--- src/rtl/cpu_bus_master_if.sv ---
// Request/response and cartridge CPU bus signals of cpu_bus_master.
// Request handshake: a request transfers on a rising clk edge where req_valid && req_ready;
// req_addr/req_rw/req_wdata must be stable while req_valid is high. rsp_valid is a
// one-clk pulse with no back-pressure.
interface cpu_bus_master_if;
  logic        req_valid;
  logic        req_ready;
  logic [15:0] req_addr;
  logic        req_rw;
  logic [7:0]  req_wdata;
  logic        rsp_valid;
  logic [7:0]  rsp_rdata;
  logic        m2;
  logic        romsel;
  logic        cpu_rw;
  logic [14:0] cpu_addr_out;
  logic [7:0]  cpu_data_out;
  logic        cpu_data_oe;
  logic [7:0]  cpu_data_in;
  logic        irq_n;
  logic        irq_active;
  logic [1:0]  dbg_cycle;

  modport master (
    input  req_valid, req_addr, req_rw, req_wdata, cpu_data_in, irq_n,
    output req_ready, rsp_valid, rsp_rdata, m2, romsel, cpu_rw,
    output cpu_addr_out, cpu_data_out, cpu_data_oe, irq_active, dbg_cycle
  );

  modport slave (
    output req_valid, req_addr, req_rw, req_wdata, cpu_data_in, irq_n,
    input  req_ready, rsp_valid, rsp_rdata, m2, romsel, cpu_rw,
    input  cpu_addr_out, cpu_data_out, cpu_data_oe, irq_active, dbg_cycle
  );
endinterface

--- src/rtl/cpu_bus_master.sv ---
// Console-side NES/Famicom CPU bus initiator with a free-running M2 and a one-entry request buffer.
// Optional macro CPU_BUS_MASTER_IRQ_SYNC_EN enables the 2-flop /IRQ synchronizer.
module cpu_bus_master #(
  parameter int PHI_LOW_CYCLES  = 6,
  parameter int PHI_HIGH_CYCLES = 6
) (
  input  logic clk,
  input  logic rst_n,
  cpu_bus_master_if.master bus
);
  localparam int PERIOD = PHI_LOW_CYCLES + PHI_HIGH_CYCLES;
  localparam int PH_W   = $clog2(PERIOD);
  localparam logic [PH_W-1:0] PH_LAST = PH_W'(PERIOD - 1);
  localparam logic [PH_W-1:0] PH_HIGH = PH_W'(PHI_LOW_CYCLES);

  typedef enum logic [1:0] {
    CYC_IDLE  = 2'd0,
    CYC_READ  = 2'd1,
    CYC_WRITE = 2'd2
  } cyc_e;

  cyc_e            state, state_nx;
  logic [PH_W-1:0] ph, ph_nx;
  logic            full, full_nx;
  logic [15:0]     buf_addr;
  logic            buf_rw;
  logic [7:0]      buf_wdata;
  logic            a15, a15_nx;
  logic [14:0]     addr_q, addr_nx;
  logic [7:0]      wdata_q, wdata_nx;
  logic            m2_q, m2_nx;
  logic            romsel_q, romsel_nx;
  logic            oe_q, oe_nx;
  logic            rsp_q, rsp_nx;
  logic [7:0]      rdata_q, rdata_nx;
  logic            boundary;
  logic            accept;

  always_comb begin
    boundary  = (ph == PH_LAST);
    accept    = bus.req_valid && !full;
    ph_nx     = boundary ? '0 : ph + 1'b1;
    state_nx  = state;
    full_nx   = full;
    a15_nx    = a15;
    addr_nx   = addr_q;
    wdata_nx  = wdata_q;
    rsp_nx    = 1'b0;
    rdata_nx  = rdata_q;
    if (boundary) begin
      // The last m2-high clk of a read is where the cartridge data is taken.
      if (state == CYC_READ) begin
        rsp_nx   = 1'b1;
        rdata_nx = bus.cpu_data_in;
      end
      if (full) begin
        state_nx = buf_rw ? CYC_READ : CYC_WRITE;
        addr_nx  = buf_addr[14:0];
        a15_nx   = buf_addr[15];
        full_nx  = 1'b0;
        if (!buf_rw) wdata_nx = buf_wdata;
      end else begin
        // Dummy read keeps M2 running; A15 cleared so /ROMSEL never asserts.
        state_nx = CYC_IDLE;
        a15_nx   = 1'b0;
      end
    end
    if (accept) full_nx = 1'b1;
    m2_nx     = (ph_nx >= PH_HIGH);
    romsel_nx = ~(m2_nx & a15_nx);
    oe_nx     = m2_nx & (state_nx == CYC_WRITE);
  end

  always_ff @(posedge clk or negedge rst_n) begin
    if (!rst_n) begin
      ph        <= '0;
      state     <= CYC_IDLE;
      full      <= 1'b0;
      buf_addr  <= '0;
      buf_rw    <= 1'b1;
      buf_wdata <= '0;
      a15       <= 1'b0;
      addr_q    <= '0;
      wdata_q   <= '0;
      m2_q      <= 1'b0;
      romsel_q  <= 1'b1;
      oe_q      <= 1'b0;
      rsp_q     <= 1'b0;
      rdata_q   <= '0;
    end else begin
      ph       <= ph_nx;
      state    <= state_nx;
      full     <= full_nx;
      a15      <= a15_nx;
      addr_q   <= addr_nx;
      wdata_q  <= wdata_nx;
      m2_q     <= m2_nx;
      romsel_q <= romsel_nx;
      oe_q     <= oe_nx;
      rsp_q    <= rsp_nx;
      rdata_q  <= rdata_nx;
      if (accept) begin
        buf_addr  <= bus.req_addr;
        buf_rw    <= bus.req_rw;
        buf_wdata <= bus.req_wdata;
      end
    end
  end

  assign bus.req_ready    = ~full;
  assign bus.rsp_valid    = rsp_q;
  assign bus.rsp_rdata    = rdata_q;
  assign bus.m2           = m2_q;
  assign bus.romsel       = romsel_q;
  assign bus.cpu_rw       = (state != CYC_WRITE);
  assign bus.cpu_addr_out = addr_q;
  assign bus.cpu_data_out = wdata_q;
  assign bus.cpu_data_oe  = oe_q;
  assign bus.dbg_cycle    = state;

`ifdef CPU_BUS_MASTER_IRQ_SYNC_EN
  logic [1:0] irq_sync;

  // Anything other than a solid 0 reads as the pulled-up idle level.
  always_ff @(posedge clk or negedge rst_n) begin
    if (!rst_n) irq_sync <= 2'b11;
    else        irq_sync <= {irq_sync[0], (bus.irq_n !== 1'b0)};
  end

  assign bus.irq_active = ~irq_sync[1];
`else
  logic unused_irq;
  assign unused_irq     = bus.irq_n;
  assign bus.irq_active = 1'b0;
`endif
endmodule

--- src/flat_wrapper.sv ---
// flat-port wrapper written by rule: the top's interface ports become plain ports
module cpu_bus_master_flat 
#(
  parameter int PHI_LOW_CYCLES  = 6,
  parameter int PHI_HIGH_CYCLES = 6
)
  (clk, rst_n, bus_req_valid, bus_req_addr, bus_req_rw, bus_req_wdata, bus_cpu_data_in, bus_irq_n, bus_req_ready, bus_rsp_valid, bus_rsp_rdata, bus_m2, bus_romsel, bus_cpu_rw, bus_cpu_addr_out, bus_cpu_data_out, bus_cpu_data_oe, bus_irq_active, bus_dbg_cycle);
  cpu_bus_master_if bus_i ();
  input  logic clk;
  input  logic rst_n;
  input wire logic [$bits(bus_i.req_valid)-1:0] bus_req_valid;
  input wire logic [$bits(bus_i.req_addr)-1:0] bus_req_addr;
  input wire logic [$bits(bus_i.req_rw)-1:0] bus_req_rw;
  input wire logic [$bits(bus_i.req_wdata)-1:0] bus_req_wdata;
  input wire logic [$bits(bus_i.cpu_data_in)-1:0] bus_cpu_data_in;
  input wire logic [$bits(bus_i.irq_n)-1:0] bus_irq_n;
  output wire logic [$bits(bus_i.req_ready)-1:0] bus_req_ready;
  output wire logic [$bits(bus_i.rsp_valid)-1:0] bus_rsp_valid;
  output wire logic [$bits(bus_i.rsp_rdata)-1:0] bus_rsp_rdata;
  output wire logic [$bits(bus_i.m2)-1:0] bus_m2;
  output wire logic [$bits(bus_i.romsel)-1:0] bus_romsel;
  output wire logic [$bits(bus_i.cpu_rw)-1:0] bus_cpu_rw;
  output wire logic [$bits(bus_i.cpu_addr_out)-1:0] bus_cpu_addr_out;
  output wire logic [$bits(bus_i.cpu_data_out)-1:0] bus_cpu_data_out;
  output wire logic [$bits(bus_i.cpu_data_oe)-1:0] bus_cpu_data_oe;
  output wire logic [$bits(bus_i.irq_active)-1:0] bus_irq_active;
  output wire logic [$bits(bus_i.dbg_cycle)-1:0] bus_dbg_cycle;
  assign bus_i.req_valid = bus_req_valid;
  assign bus_i.req_addr = bus_req_addr;
  assign bus_i.req_rw = bus_req_rw;
  assign bus_i.req_wdata = bus_req_wdata;
  assign bus_i.cpu_data_in = bus_cpu_data_in;
  assign bus_i.irq_n = bus_irq_n;
  assign bus_req_ready = bus_i.req_ready;
  assign bus_rsp_valid = bus_i.rsp_valid;
  assign bus_rsp_rdata = bus_i.rsp_rdata;
  assign bus_m2 = bus_i.m2;
  assign bus_romsel = bus_i.romsel;
  assign bus_cpu_rw = bus_i.cpu_rw;
  assign bus_cpu_addr_out = bus_i.cpu_addr_out;
  assign bus_cpu_data_out = bus_i.cpu_data_out;
  assign bus_cpu_data_oe = bus_i.cpu_data_oe;
  assign bus_irq_active = bus_i.irq_active;
  assign bus_dbg_cycle = bus_i.dbg_cycle;
  cpu_bus_master #(.PHI_LOW_CYCLES(PHI_LOW_CYCLES), .PHI_HIGH_CYCLES(PHI_HIGH_CYCLES)) u_core (.clk(clk), .rst_n(rst_n), .bus(bus_i));
endmodule
--- config.mk ---
export PLATFORM = sky130hd
export DESIGN_NAME = cpu_bus_master_flat
export DESIGN_NICKNAME = d
export VERILOG_FILES = /design/src/rtl/cpu_bus_master_if.sv /design/src/rtl/cpu_bus_master.sv /design/src/flat_wrapper.sv
export SDC_FILE = /design/constraint.sdc
export NUM_CORES = 1
export LEC_CHECK = 0
export ABC_AREA = 1
export BUFFER_PORTS_ARGS = -buffer_cell sky130_fd_sc_hd__buf_2
export CAP_MARGIN = 0
export CORE_ASPECT_RATIO = 0.5
export CORE_MARGIN = 5
export CORE_UTILIZATION = 45
export DETAILED_ROUTE_END_ITERATION = 16
export PLACE_DENSITY = 0.7
export SETUP_SLACK_MARGIN = 0.4
export SYNTH_ARGS = -nofsm -noshare
export SYNTH_HDL_FRONTEND = slang
export SYNTH_SLANG_ARGS = --single-unit
--- constraint.sdc ---
create_clock -name clk -period 4.51 [get_ports clk]
set_clock_uncertainty 0.15 [all_clocks]
set_input_delay 1.353 -clock clk [delete_from_list [all_inputs] [get_ports clk]]
set_output_delay 1.353 -clock clk [all_outputs]
set_load 0.05 [all_outputs]
==> summary by stage, run 1 <==
Clock network
In this run, CTS created clock tree buffers numbering 9. The clock drives 68 sinks. Post-CTS repair changed the size of 0 cells. No sink is reached through more buffers than the 2 on the longest clock path. The number of buffers added to fix hold violations after cts is 0. The clock slew seen by the registers of the worst setup and hold paths is 50 ps. The number of levels the H-tree was split into is 3.

The clock latency of the later-clocked register in the worst-skew pair is 320 ps. The root buffer cell is sky130_fd_sc_hd__clkbuf_16. The TritonCTS clock tree is built.

Once the clock tree was built, the setup fixing pass inserted 0 buffers.

Routing
After detailed routing, the total wire length is 5310 um. Detailed routing inserted a total of 1,965 vias. After the first detailed-routing iteration, the DRC count stood at 93. The via density per instance is 4.62. The routed wire length per instance is 12.5 um. Once detail routing completed, the nets flagged for antenna violations numbered 0. The number of iterations in the first detailed-routing pass is 4. The DRC violations left is 0.

Setup path
The data required time at the worst endpoint is 3010 ps. Of all nets on the critical path, the largest fanout is 12. The endpoint kind of the worst setup timing path is an output pin. The worst register-to-register path ends at u_core.buf_addr[10].

The worst register-to-register path has a depth of 3. The critical path in this run is classified as reg -> out. The worst register-to-register path has a setup slack of 2400 ps.

The startpoint identified for the worst register-to-register timing path is u_core.full. STA classifies the critical path startpoint as a flip-flop. The critical path arrival is 1380 ps.

Global route
The initial antenna violation count came to 1. The largest net degree at the start of global routing is 45. For this run, the total global-route usage over all layers was measured as 14.9%.

The first-pass GRT wire length is 9130 um. After global routing the overflow that remains totals 0. The number of global-route vias before repair is 2,046.

Logic synthesis
The count of unique library cells instantiated by Yosys is 26. The mean instance size in the synthesized netlist is 10.3 um2. Sequential cells were found to cover 61.9% of the synthesized design area. The count of warnings emitted by yosys is 0. The synthesized netlist occupies a cell area of 0.00275 mm2. The register bit total from synthesis is 68.

Synthesis handed over a netlist of 268 instances. Summed over all instances, the cell type with the most area after synthesis is sky130_fd_sc_hd__dfrtp_1. Summed over its instances, the top area cell type makes up 60.0% of the synthesized netlist area. The number of nets in the synthesized netlist is 307. By area the synthesized netlist is led by sky130_fd_sc_hd__dfrtp_1, sky130_fd_sc_hd__nand2_1, sky130_fd_sc_hd__inv_1.

Die
The die covers 0.00788 mm2. The row count is 20. The floorplan step defined a core boundary enclosing 0.00601 mm2. Measured along the x axis, the die boundary spans 121 um. The die is 65.3 um tall. The number of top-level pins is 77. The starting utilization of the core area is 45.8%.

Placement
The count of input and output buffers is 74. The HPWL after detailed placement is 3840 um. The last weighted congestion value of the routability-driven placer is 0.693. Once placement finished, the instance area stood at 0.00312 mm2.

After detailed placement, the design holds a cell count of 410.

Cells and area
Cells with a size suffix above 1 make up 33.6% of the layout. Counting the fill cells in the layout gives 529. The area of the multi-input gates is 821 um2. 0 antenna diodes ended up in the layout. The filler-free cell count of the finished design is 425. For this run, the post-layout net count is 383.

The synthesis-to-finish area growth is 23.1%. The area occupied by registers is 0.00170 mm2. The final standard cell area without fillers is 0.00339 mm2.

The commonest non-fill, non-tap cell in the layout is sky130_fd_sc_hd__buf_2. The post-layout utilization of the core is 56.4%. The top cell types in the final layout, fill and taps aside, are sky130_fd_sc_hd__buf_2, sky130_fd_sc_hd__nand2_1, sky130_fd_sc_hd__dfrtp_1, sky130_fd_sc_hd__inv_1, sky130_fd_sc_hd__nor2_1.

Worst hold path
The worst hold path begins at u_core.bus.cpu_addr_out[11]. The path type of the worst min-delay path is reg -> reg. The hold path endpoint is u_core.bus.cpu_addr_out[11]. The worst hold path passes through 2 cells.

Timing
The number of pins exceeding their max-slew limit in the final report came to 0. The highest achievable clock rate is 347 MHz. The shortest clock period the worst path allows after layout is 2890 ps. The final hold violation count is 0. The number of endpoints failing setup at the final stage is 0.

Headroom to the max-slew limit came out at 36.2%. At the pin with the least slew margin, the transition time is 958 ps. Dividing the final minimum period by the clock period gives 64.0%.

The setup TNS after final layout is 0 ps. Setup repair after global routing left no endpoint under its margin.

Power
Power spread over the standard cell area amounts to 534 mW/mm2. The design draws 0.00181 W. Summed over all cells, the static leakage comes to 1.81 nW. Across the VDD grid, the largest voltage drop is 0.000255 V.

Status
The flow ran to the end, and the final reports show no timing, DRC or antenna violations.

Flow run
The max-cap violation count is 0.
-- critical path, stage by stage (launching register included) --
cell	delay, ps
sky130_fd_sc_hd__dfrtp_1	680
sky130_fd_sc_hd__inv_1	140
sky130_fd_sc_hd__buf_2	240
-- flip-flops by register name, summed over array words and instances, names as in the netlist, 2 cells and up --
| signal | count |
|---|---|
| u_core.buf_addr | 16 |
| u_core.buf_wdata | 8 |
| u_core.bus.cpu_addr_out | 15 |
| u_core.bus.cpu_data_out | 8 |
| u_core.bus.dbg_cycle | 2 |
| u_core.bus.rsp_rdata | 8 |
| u_core.ph | 4 |
-- cell families (layout without fill, tap and decap cells) --
kind of cell | Yosys count | after routing | synth area share (%)
AO/OA/AOI/OAI | 40 | 40 | 8.77
adder cells (fa/ha/maj) | 2 | 2 | 0.909
buffers and inverters | 42 | 122 | 8.27
flip-flops | 68 | 68 | 61.9
multiplexers | 6 | 6 | 2.45
other | 1 | 1 | 0.136
AND/OR/NAND/NOR | 109 | 109 | 17.5
-- stage by stage --
step	hold slack (ps)	worst slack [ps]
final	315	1620
after global placement	302	1780
after detailed placement	312	1760
after CTS	324	1600
after floorplan	312	1840
after global routing	351	1550
-- per-layer routing --
| layer | up-vias | track usage, % | part of all wire, % |
|---|---|---|---|
| met3 | 6 | 5.85 | 4.8 |
| met1 | 930 | 15.7 | 42 |
| met2 | 39 | 27.6 | 53 |
| met5 | - | 0 | 0.24 |
| li1 | 988 | - | - |
| met4 | 2 | 5.08 | 0.73 |
-- where the power goes --
| group | internal (W) | switching [W] |
|---|---|---|
| sequential | 0.000702 | 0.0000465 |
| combinational | 0.000103 | 0.000336 |
| clock | 0.000397 | 0.000225 |
| total | 0.00120 | 0.000607 |
-- layout make-up --
type                            instances  area share, %
Clock buffer                           13           7.68
Clock inverter                          2          0.295
Tap cell                               77           2.84
Sequential cell                        68           50.3
Inverter                               32           3.54
Timing Repair Buffer                   75           11.1
Multi-Input combinational cell        158           24.2
-- worst max-delay path by stage --
stage / start / to / slack (ps)
finish: u_core.full / bus_req_ready / 1620
global route: u_core.full / bus_req_ready / 1550
CTS: u_core.full / bus_req_ready / 1600
detailed placement: bus_req_valid / u_core.buf_addr[12] / 1760
global placement: bus_req_valid / u_core.buf_addr[11] / 1780
floorplan: u_core.bus.dbg_cycle[1] / bus_cpu_rw / 1840
-- synthesized netlist by cell type --
cell type and instances:
sky130_fd_sc_hd__mux2_1 1, sky130_fd_sc_hd__a21oi_1 20, sky130_fd_sc_hd__inv_1 31, sky130_fd_sc_hd__mux2_2 5, sky130_fd_sc_hd__nand3_4 1, sky130_fd_sc_hd__clkinv_1 1, sky130_fd_sc_hd__o21ai_0 9, sky130_fd_sc_hd__o21ai_2 11
sky130_fd_sc_hd__conb_1 1, sky130_fd_sc_hd__nor2_4 1, sky130_fd_sc_hd__buf_8 1, sky130_fd_sc_hd__or2_2 1, sky130_fd_sc_hd__buf_12 1, sky130_fd_sc_hd__nand3_1 8, sky130_fd_sc_hd__buf_2 1, sky130_fd_sc_hd__dfrtp_1 66
sky130_fd_sc_hd__nand4_1 1, sky130_fd_sc_hd__nand2_8 1, sky130_fd_sc_hd__nand2_1 68, sky130_fd_sc_hd__dfstp_2 2, sky130_fd_sc_hd__buf_4 3, sky130_fd_sc_hd__ha_1 2, sky130_fd_sc_hd__nand3_2 1, sky130_fd_sc_hd__buf_6 4
sky130_fd_sc_hd__nand2_2 6, sky130_fd_sc_hd__nor2_1 21
Note: power is estimated with default switching activity, not from simulation.
==> run 2: changes to the inputs <==
--- a/config.mk
+++ b/config.mk
@@ -5,14 +5,14 @@
 export SDC_FILE = /design/constraint.sdc
 export NUM_CORES = 1
 export LEC_CHECK = 0
-export ABC_AREA = 1
+export ABC_AREA = 0
 export BUFFER_PORTS_ARGS = -buffer_cell sky130_fd_sc_hd__buf_2
 export CAP_MARGIN = 0
 export CORE_ASPECT_RATIO = 0.5
 export CORE_MARGIN = 5
 export CORE_UTILIZATION = 45
 export DETAILED_ROUTE_END_ITERATION = 16
-export PLACE_DENSITY = 0.7
+export PLACE_DENSITY = 0.71
 export SETUP_SLACK_MARGIN = 0.4
 export SYNTH_ARGS = -nofsm -noshare
 export SYNTH_HDL_FRONTEND = slang
==> constraint.sdc (replaced) <==
create_clock -name clk -period 2.8 [get_ports clk]
set_clock_uncertainty 0.15 [all_clocks]
set_input_delay 0.84 -clock clk [delete_from_list [all_inputs] [get_ports clk]]
set_output_delay 0.84 -clock clk [all_outputs]
set_load 0.05 [all_outputs]
==> run 2 against run 1 <==
  * Via count shrank 18%
  * Register-to-register slack lost 1800 ps
  * Synthesized cell count shrank 37%
  * Non-clock buffer count grew 3
  * Flip-flop and latch count is the same
  * Wire length shrank 6.7%
  * Worst hold slack gained 26 ps
  * Core utilization grew 4.7 points
  * Sequential share of layout area shrank 0.35 points
  * Critical path depth grew 2
  * Count of clock-buffer cells in the layout grew 3
  * Highest routed layer is now met4
==> summary by stage, run 2 <==
Die
The width of the die is 118 um (-1.9%). The area of the die came to 0.00759 mm2 (-3.7%). The row count was 19 (-5.0%). The starting utilization of the core area was 47.2% (+1.4 points). The area of the placeable core was 0.00559 mm2 (-7.0%). The die height came to 64.1 um (-1.8%). The number of top-level pins came to 77 (unchanged).

Setup path
The critical path goes through ha_1 -> nand4b_4 -> nor2_2 -> mux2_2. The critical-path maximum fanout is 18 (+6). By startpoint and endpoint, the worst setup path is classified as reg -> reg. The worst reg2reg path depth came to 4 (+1). The kind of cell adding the most delay to the critical path is simple AND/OR/NAND/NOR gates. The critical path launch point type is a flip-flop. The total buffers and inverters traversed by the critical path is 0 (-2).

The data required time at the worst endpoint is 2850 ps (-160 ps). The endpoint kind of the worst setup timing path is a flip-flop. The cell with the largest stage delay on the worst path is sky130_fd_sc_hd__nor2_2.

The total number of cells along the worst setup path is 4 (+2). The critical path arrival was 2230 ps (+850 ps). The highest cell delay on the worst timing path is 480 ps (-200 ps).

Cells and area
The library cells used most frequently in the layout, excluding fill and tap cells, are sky130_fd_sc_hd__buf_2, sky130_fd_sc_hd__dfrtp_1, sky130_fd_sc_hd__mux2_2, sky130_fd_sc_hd__clkbuf_16, sky130_fd_sc_hd__inv_1. The filler cell count in the final layout is 462 (-13%). The layout cell share with drive strength beyond 1 is 61.7% (+28 points).

The net count reported at finish was 290 (-24%). The area of the multi-input gates is 881 um2 (+7.3%). The antenna diode count is 0 (unchanged).

The post-layout utilization of the core is 61.1% (+4.7 points). The flip-flop count of the largest register, all copies and words added is 16 (unchanged). The area growth from synthesis to layout is 29.4%. The commonest non-fill, non-tap cell in the layout is sky130_fd_sc_hd__buf_2.

The area occupied by registers was 0.00170 mm2 (unchanged). The filler-free cell count of the finished design came to 329 (-23%). The register name with the most flops is u_core.buf_addr.

Worst hold path
The count of cells along the worst hold path was 1 (-1). The path type of the worst min-delay path is reg -> reg.

Placement
The placed instance count is 313 (-24%). The count of input and output buffers came to 74 (unchanged). The setup slack at placement is 568 ps (-1190 ps). The last weighted congestion value of the routability-driven placer is 0.717 (+3.3%). The placed wire-length estimate after detailed placement is 3620 um (-5.8%).

Power
The static leakage is 1.68 nW (-7.3%). The maximum ir drop on the vdd rail came to 0.000518 V (+100%). The power density over the cells is 870 mW/mm2 (+63%). The post-route total power came to 0.00297 W (+64%).

Logic synthesis
The count of warnings emitted by yosys is 0 (unchanged). By instance count, the leading cell after synthesis is sky130_fd_sc_hd__dfrtp_1. The mean instance size in the synthesized netlist is 15.7 um2 (+53%). The register bit total from synthesis is 68 (unchanged).

The area fraction of the dominant cell type after synthesis is 62.6% (+2.6 points). Ranked by instance count, the synthesized netlist is headed by sky130_fd_sc_hd__dfrtp_1, sky130_fd_sc_hd__mux2_2, sky130_fd_sc_hd__inv_1. Among all flip-flop cells after synthesis, the most frequent one is sky130_fd_sc_hd__dfrtp_1. The library cell with the largest summed area after synthesis is sky130_fd_sc_hd__dfrtp_1. The count of unique library cells instantiated by Yosys is 30 (+15%). The number of nets in the synthesized netlist is 207 (-33%). The gate count after technology mapping is 168 (-37%). The number of enable flip-flop cells after synthesis is 0 (unchanged).

The post-synthesis instance area is 0.00264 mm2 (-4.2%). The share of synthesized flip-flops with an asynchronous set or reset came to 100% (unchanged). The sequential element share of the synthesized area came to 64.6% (+2.7 points). By area the synthesized netlist is led by sky130_fd_sc_hd__dfrtp_1, sky130_fd_sc_hd__mux2_2, sky130_fd_sc_hd__dfstp_2.

Global route
The total overflow reported by the global router is 0 (unchanged). The first-pass GRT wire length is 8610 um (-5.7%). The initial antenna violation count is 0 (-1). The largest net degree at the start of global routing is 28 (-38%). The aggregate global-route resource usage is 14.3% (-0.59 points). The number of global-route vias before repair came to 1,825 (-11%).

Clock network
The post-cts repair resize count is 0 (unchanged). The number of clock sinks seen by CTS is 68 (unchanged). The root buffer cell is sky130_fd_sc_hd__clkbuf_16. The clock latency of the later-clocked register in the worst-skew pair is 320 ps (about the same). The TritonCTS clock tree is built.

The maximum number of buffers from clock root to sink is 2 (unchanged). The TritonCTS buffer count is 9 (unchanged). The post-CTS repair timing setup buffer count is 0 (unchanged).

The clock slew seen by the registers of the worst setup and hold paths was 50 ps (about the same). The number of buffers added to fix hold violations after cts came to 0 (unchanged). The number of levels the H-tree was split into came to 3 (unchanged).

Routing
The routed length on met2 is 2610 um (-6.4%). The routed wire length per instance was 15.1 um (+21%). The number of violations reported at the end of detailed-routing iteration 0 is 80 (-14%). The via density per instance is 4.89 (+5.7%).

The detailed router used layers up to and including met4. The number of nets still failing antenna checks after routing is 0 (unchanged). The detailed-routing wirelength on met1 is 2020 um (-8.6%). The number of iterations in the first detailed-routing pass is 4 (unchanged). The sum of met3 wire segment lengths after detailed routing was 294 um (+16%). The DRC violations left came to 0 (unchanged).

The routed via count is 1,608 (-18%). The total wirelength of the detailed-routed design came to 4960 um (-6.7%).

Timing
The shortest clock period the worst path allows after layout is 2180 ps. The final hold violation count is 0 (unchanged). The number of pins exceeding their max-slew limit in the final report is 0 (unchanged). The number of endpoints failing setup at the final stage is 0 (unchanged). Timing would allow up to 458 MHz. The setup TNS after final layout came to 0 ps (unchanged).

In the finished design, the share of the clock period the worst path needs comes to 78.0%. The worst max-slew margin expressed relative to the limit is 61.9% (+26 points). The slew at the pin closest to its max-slew limit came to 572 ps (-386 ps). The worst-case setup margin in the final layout is 616 ps (-1010 ps). Setup repair after global routing left no endpoint under its margin.

Status
The flow ran to the end, and the final reports show no timing, DRC or antenna violations.

Flow run
The max-cap violation count is 0 (unchanged).
-- run 2: power breakdown --
part / internal, W / switching (W) / total, W
Combinational: 0.000202 / 0.000480 / 0.000682
Sequential: 0.00113 / 0.0000730 / 0.00121
Clock: 0.000720 / 0.000360 / 0.00108
Total: 0.00206 / 0.000913 / 0.00297
-- run 2: layout make-up --
cell class                      instances  area share, %
Sequential cell                        68           49.9
Multi-Input combinational cell         88           25.8
Timing Repair Buffer                   78           12.1
Clock buffer                           16           8.83
Tap cell                               73           2.68
Inverter                                6          0.660
-- run 2: path summary, 6_finish.rpt --
path | from | end | slack (ps)
max in group asynchronous | rst_n | u_core.bus.cpu_addr_out[11] | 1480
min in group asynchronous | rst_n | u_core.buf_addr[10] | 370
setup reg to reg | u_core.ph[0] | u_core.bus.cpu_data_out[7] | 620
hold reg to reg | u_core.ph[0] | u_core.ph[0] | 340
setup / recovery | u_core.ph[0] | u_core.bus.cpu_data_out[7] | 620
hold / removal | u_core.ph[0] | u_core.ph[0] | 340
-- run 2: per-stage QoR --
step	area, um2	hold slack, ps
6_report	3410	341
5_1_grt	3410	361
4_1_cts	3410	343
3_3_place_gp	3110	324
3_5_place_dp	3110	338
2_1_floorplan	2640	307
-- run 2: cell families (layout without fill, tap and decap cells) --
kind of cell | Yosys count | after routing | synth area share, %
AOI/OAI and AO/OA | 6 | 6 | 1.71
adders and majority gates | 2 | 2 | 0.949
buffers and inverters | 12 | 100 | 2.09
DFF | 68 | 68 | 64.6
muxes | 58 | 58 | 24.7
other | 1 | 1 | 0.142
and+or+nand+nor | 21 | 21 | 5.84
-- run 2: per-layer routing --
metal	global-route usage [%]	vias to the layer above
met5	0	-
met4	5.15	0
met3	5.46	2
met2	25.4	43
met1	16.0	818
li1	-	745
